$ cat config.mk
export PLATFORM = sky130hd
export DESIGN_NAME = rmu
export DESIGN_NICKNAME = d
export VERILOG_FILES = /design/src/rtl/rmu.sv
export SDC_FILE = /design/constraint.sdc
export NUM_CORES = 1
export LEC_CHECK = 0
export CAP_MARGIN = 20
export CORE_MARGIN = 2
export CORE_UTILIZATION = 43
export DETAILED_ROUTE_END_ITERATION = 10
export GPL_TIMING_DRIVEN = 0
export PLACE_DENSITY = 0.76
export SLEW_MARGIN = 20
export SYNTH_ARGS = -nofsm -noshare
export SYNTH_HDL_FRONTEND = slang
export SYNTH_SLANG_ARGS = --single-unit
$ cat constraint.sdc
create_clock -name clk -period 1.8 [get_ports clk]
set_input_delay 0.18 -clock clk [delete_from_list [all_inputs] [get_ports clk]]
set_output_delay 0.18 -clock clk [all_outputs]
set_load 0.03 [all_outputs]
$ cat src/rtl/rmu.sv
// rmu: USB full-speed receive control unit; frames bits/bytes, checks SYNC/PID, pushes payload to the RX FIFO.
// Optional PID_CHECK_EN: also require PID[7:4] to be the complement of PID[3:0].
module rmu #(
  parameter logic [7:0] SYNC_BYTE = 8'h80,
  parameter int         MAX_DATA  = 64
) (
  input  logic       clk,
  input  logic       n_rst,
  input  logic       d_edge,
  input  logic       shift_enable,
  input  logic       eop,
  input  logic [7:0] rcv_data,
  input  logic [6:0] buffer_occupancy,
  output logic       rcving,
  output logic [3:0] rx_packet,
  output logic [7:0] rx_packet_data,
  output logic       store_rx_packet_data,
  output logic       flush,
  output logic       rx_data_ready,
  output logic       rx_transfer_active,
  output logic       rx_error
);
  typedef enum logic [3:0] {
    IDLE, SYNC_RCV, SYNC_CHK, PID_RCV, PID_CHK, DATA_RCV, DATA_STORE,
    EOP_WAIT, EOP_END, ERR_WAIT, ERR_EOP, ERR_IDLE
  } state_t;

  localparam logic [6:0] MAX_OCC = 7'(MAX_DATA);

  state_t     r_state, w_next;
  logic [2:0] r_bit_cnt;
  logic [6:0] r_byte_cnt;
  logic       r_byte_done, r_is_data;
  logic [3:0] r_rx_packet;

  logic w_rcv_st, w_clr, w_cnt_inc, w_pid_load, w_store, w_flush, w_ready;
  logic w_hs, w_tok, w_data, w_pid_ok, w_se_eop, w_eop_aligned;

  assign w_rcv_st = (r_state == SYNC_RCV) || (r_state == PID_RCV) || (r_state == DATA_RCV);
  assign w_se_eop = shift_enable && eop;
  assign w_hs     = rcv_data[3:0] inside {4'h2, 4'hA, 4'hE};
  assign w_tok    = rcv_data[3:0] inside {4'h1, 4'h9, 4'hD};
  assign w_data   = rcv_data[3:0] inside {4'h3, 4'hB};
`ifdef PID_CHECK_EN
  assign w_pid_ok = (rcv_data[7:4] == ~rcv_data[3:0]);
`else
  assign w_pid_ok = 1'b1;
`endif
  // SE0 must land on a byte boundary after exactly 2 token bytes or at least 2 data bytes (CRC16)
  assign w_eop_aligned = (r_bit_cnt == 3'd0) &&
                         (r_is_data ? (r_byte_cnt >= 7'd2) : (r_byte_cnt == 7'd2));

  always_ff @(posedge clk or negedge n_rst) begin
    if (!n_rst) begin
      r_state     <= IDLE;
      r_bit_cnt   <= '0;
      r_byte_cnt  <= '0;
      r_byte_done <= 1'b0;
      r_is_data   <= 1'b0;
      r_rx_packet <= '0;
    end else begin
      r_state     <= w_next;
      r_byte_done <= w_rcv_st && shift_enable && (r_bit_cnt == 3'd7);
      if (w_clr)
        r_bit_cnt <= '0;
      else if (w_rcv_st && shift_enable)
        r_bit_cnt <= r_bit_cnt + 3'd1;
      if (w_clr)
        r_byte_cnt <= '0;
      else if (w_cnt_inc && (r_byte_cnt != 7'd127))
        r_byte_cnt <= r_byte_cnt + 7'd1;
      if (w_pid_load) begin
        r_rx_packet <= rcv_data[3:0];
        r_is_data   <= w_data;
      end
    end
  end

  always_comb begin
    w_next     = r_state;
    w_clr      = 1'b0;
    w_cnt_inc  = 1'b0;
    w_pid_load = 1'b0;
    w_store    = 1'b0;
    w_flush    = 1'b0;
    w_ready    = 1'b0;
    case (r_state)
      IDLE, ERR_IDLE:
        if (d_edge) begin
          w_next  = SYNC_RCV;
          w_flush = 1'b1;
          w_clr   = 1'b1;
        end
      SYNC_RCV: if (r_byte_done) w_next = SYNC_CHK;
      SYNC_CHK: w_next = (rcv_data == SYNC_BYTE) ? PID_RCV : ERR_WAIT;
      PID_RCV:
        if (w_se_eop)         w_next = ERR_WAIT;
        else if (r_byte_done) w_next = PID_CHK;
      PID_CHK: begin
        w_pid_load = 1'b1;
        if (!w_pid_ok)              w_next = ERR_WAIT;
        else if (w_hs)              w_next = EOP_WAIT;
        else if (w_data || w_tok)   w_next = DATA_RCV;
        else                        w_next = ERR_WAIT;
      end
      DATA_RCV:
        if (w_se_eop)         w_next = w_eop_aligned ? EOP_WAIT : ERR_WAIT;
        else if (r_byte_done) w_next = DATA_STORE;
      DATA_STORE: begin
        w_cnt_inc = 1'b1;
        if (!r_is_data)
          w_next = (r_byte_cnt == 7'd2) ? ERR_WAIT : DATA_RCV;
        else if (buffer_occupancy >= MAX_OCC)
          w_next = ERR_WAIT;
        else begin
          w_store = 1'b1;
          w_next  = DATA_RCV;
        end
      end
      EOP_WAIT: if (shift_enable) w_next = eop ? EOP_END : ERR_WAIT;
      EOP_END:
        if (d_edge) begin
          w_next  = IDLE;
          w_ready = 1'b1;
        end
      ERR_WAIT: if (w_se_eop) w_next = ERR_EOP;
      ERR_EOP:  if (d_edge)   w_next = ERR_IDLE;
      default:  w_next = IDLE;
    endcase
  end

  assign rcving               = (r_state != IDLE) && (r_state != ERR_IDLE);
  assign rx_error             = (r_state == ERR_WAIT) || (r_state == ERR_EOP) || (r_state == ERR_IDLE);
  assign rx_transfer_active   = r_is_data && ((r_state == DATA_RCV) || (r_state == DATA_STORE));
  assign rx_packet            = r_rx_packet;
  assign rx_packet_data       = w_store ? rcv_data : 8'h00;
  assign store_rx_packet_data = w_store;
  assign flush                = w_flush;
  assign rx_data_ready        = w_ready;
endmodule

==> results.yml <==
outcome:
  status: "finished with violations"
  violations: "setup timing"
floorplanning:
  ios: 38
  core_sq_mm: 0.00305
  die_area_sq_mm: 0.00367
  die_height_microns: 60.6
  rows: 20
  die-width_microns: 60.6
  start_util_pct: 45.1
critical_path:
  critPathKind: "reg2reg"
  endpoint_kind: "flop"
  cp-start-kind: "flop"
  max_stage_delay_ns: 0.58
  cp_data_arrival_time_ns: 2.30
  critPathMaxFanout: 3
  cp_slowest_cell: "or4_4"
  crit_path_cell_trace: "or4_4 > or4b_4 > nand3_1 > o211ai_1 > mux2_2"
  critPathRequiredTime_ns: 2.00
pwr:
  p_seq_share_pct: 27.5
  switchingPower_mw: 1.23
  cellLeakagePower_nw: 0.920
  clkPwrFrac_pct: 9.2
  sw_frac_of_total_pct: 43.5
  combPwrFrac_pct: 63.4
  p_int_mw: 1.60
  power_density_mw_per_mm2: 1360
  vdd_ir_drop_max_mv: 0.757
synthesis:
  synth_common_cells: "20 x dfrtp_1, 15 x nand2_1, 13 x nor2_1"
  syn_inst: 152
  yosys.cell_types.count: 43
  synth_nets: 177
  ys_ff_latch: 20
  synthArstFlopShare_pct: 100
  syn_area_sq_mm: 0.00138
  syn_area_per_cell_sq_um: 9.06
  yosysTopAreaCell: "dfrtp_1"
  synth.most_common_cell: "dfrtp_1"
  synthFlopType: "dfrtp_1"
  seq_area_frac_synth_pct: 36.3
  synth_top_area_share_pct: 36.3
  ys.warnings.count: 0
  yosys-top-cells-area: "dfrtp_1 36%, and2_1 5.0%, mux2_2 4.9%"
  synth-edff-count: 0
global_route:
  grt_pass1_vias: 1282
  grt_max_degree: 21
  overflow: 0
  antenna_found_initial: 0
  grt_pass1_wl_mm: 5.82
  grt_usage_pct: 21.3
timing:
  min_period_ns: 2.11
  finalHoldViolations: 0
  finalWorstSetupSlack_ns: -0.305
  tightest_slew_ns: 0.900
  finalMaxSlewViolations: 0
  holdWs_ns: 0.374
  setup_viol: 13
  slew-limit-headroom_pct: 39.8
  rsz0062_at_grt: "yes"
  post-route-period-util_pct: 117
  fmax_mhz: 475
  tns_ns: -2.01
  skew_ns: 0.00320
clocking:
  cts.clk_slew.worst_paths_ns: 0.11
  cts_root_buf: "clkbuf_4"
  cts.path.max_buffers: 2
  tritoncts.num_buffers: 3
  numClockSinks: 20
  htree_levels: 1
  cts_tree: "done"
  clk_latency_ns: 0.30
worst_hold_path:
  min-delay-path-class: "in2async"
route:
  avgViaCountPerCell: 5.48
  wire_per_inst_microns: 15.9
  drt_iter0_drc: 111
  routed_wl_mm: 3.96
  vias: 1365
  ant_nets: 0
  dr.pass1.iters: 4
  drc: 0
layout:
  multi_input_area_sq_um: 960
  layout-drive-gt1-share_pct: 37.6
  nFillCells: 251
  seq_area_sq_um: 505
  area_delta_synth_final_pct: 51.0
  fin_cells: 249
  fin_util_pct: 68.2
  antenna_cells: 0
  nets: 231
placement:
  place_inst: 227
  portBuffers: 31
  finalWeightedCongestion: 0.902
  hpwl_mm: 2.68
run:
  cap_violations: 0
-- per-layer routing --
layer	part of all wire [%]	wire (microns)	vias to the layer above	GRT usage [%]
met5	0	0	-	0
met4	2.3	91	0	10.2
met3	2.3	91	11	1.71
met2	53	2090	25	36.1
met1	43	1690	669	27.6
li1	-	-	660	-
-- registers in the layout, summed over array words and instances (netlist names) --
name and count:
r_bit_cnt 3, r_byte_cnt 7, r_byte_done 1, r_is_data 1
r_state 4, rx_packet 4
-- area by class of cell --
class / count / area share (%)
Timing Repair Buffer: 50 / 22.3
Multi-Input combinational cell: 120 / 46.1
Buffer: 4 / 1.62
Tap cell: 44 / 2.65
Inverter: 7 / 1.26
Clock buffer: 4 / 1.74
Sequential cell: 20 / 24.3
-- cells in the final DEF (no fill, tap or decap), types with 3 or more instances in the layout --
cell type,n
and2_4,9
and3_1,3
buf_4,19
buf_6,10
clkbuf_4,5
clkdlybuf4s50_1,16
dfrtp_1,16
dfrtp_2,4
ha_1,5
inv_1,7
mux2_2,6
nand2_1,15
nand3_1,6
nand3b_1,3
nor2_1,12
o211ai_1,3
o31ai_1,3
xor2_1,4
-- power by group through the flow --
stage / clock network (mW) / registers, mW / logic [mW]
after global placement: 0 / 0.752 / 1.36
final: 0.260 / 0.778 / 1.80
after CTS: 0.272 / 0.775 / 1.59
after floorplan: 0 / 0.820 / 0.910
after detailed placement: 0 / 0.767 / 1.42
after global routing: 0.294 / 0.800 / 1.94
-- cell families (layout without fill, tap and decap cells) --
group | after synthesis | count (layout) | share of synthesized area (%)
and+or+nand+nor | 74 | 74 | 30.0
AOI/OAI and AO/OA | 27 | 27 | 15.6
DFF | 20 | 20 | 36.3
buffers and inverters | 12 | 65 | 3.27
muxes | 8 | 8 | 6.45
xor gates and xnor gates | 6 | 6 | 3.81
adders and majority gates | 5 | 5 | 4.54
-- critical path: cells and delay by family (launching register included) --
family / cells / cell delay, ns
AO/OA/AOI/OAI: 1 / 0.11
flip-flops: 1 / 0.40
AND/OR/NAND/NOR: 3 / 1.20
multiplexers: 1 / 0.29
-- path summary, 6_finish.rpt --
check | startpoint | to | slack, ns | cells after the start
min in group clk | shift_enable | r_bit_cnt[0]$_DFFE_PN0P_ | 0.42 | 3
min reg2reg | r_bit_cnt[0]$_DFFE_PN0P_ | r_bit_cnt[0]$_DFFE_PN0P_ | 0.50 | 1
max in group asynchronous | n_rst | r_state[2]$_DFFE_PN0P_ | 0.82 | 1
max reg2reg | r_byte_cnt[5]$_DFFE_PN0P_ | r_state[3]$_DFFE_PN0P_ | -0.31 | 5
min | n_rst | rx_packet[1]$_DFFE_PN0P_ | 0.37 | 1
max | r_byte_cnt[5]$_DFFE_PN0P_ | r_state[3]$_DFFE_PN0P_ | -0.31 | 5
-- per-stage QoR --
stage | power, mW | area [sq um] | setup slack, ns
after floorplan | 1.73 | 1400 | -0.213
after global placement | 2.12 | 1760 | -0.547
after detailed placement | 2.19 | 1760 | -0.608
after CTS | 2.64 | 1960 | -0.252
after global routing | 3.03 | 2080 | -0.354
final | 2.84 | 2080 | -0.305
-- what timing repair did --
action	4_1_cts	5_1_grt
hold endpoints to repair	0	0
gates cloned	0	0
gates resized for setup	113	18
setup endpoints to repair	23	18
pin swaps	13	8
buffers inserted	7	12
hold buffers	0	0
No activity file was read; power rests on OpenSTA's default activity.
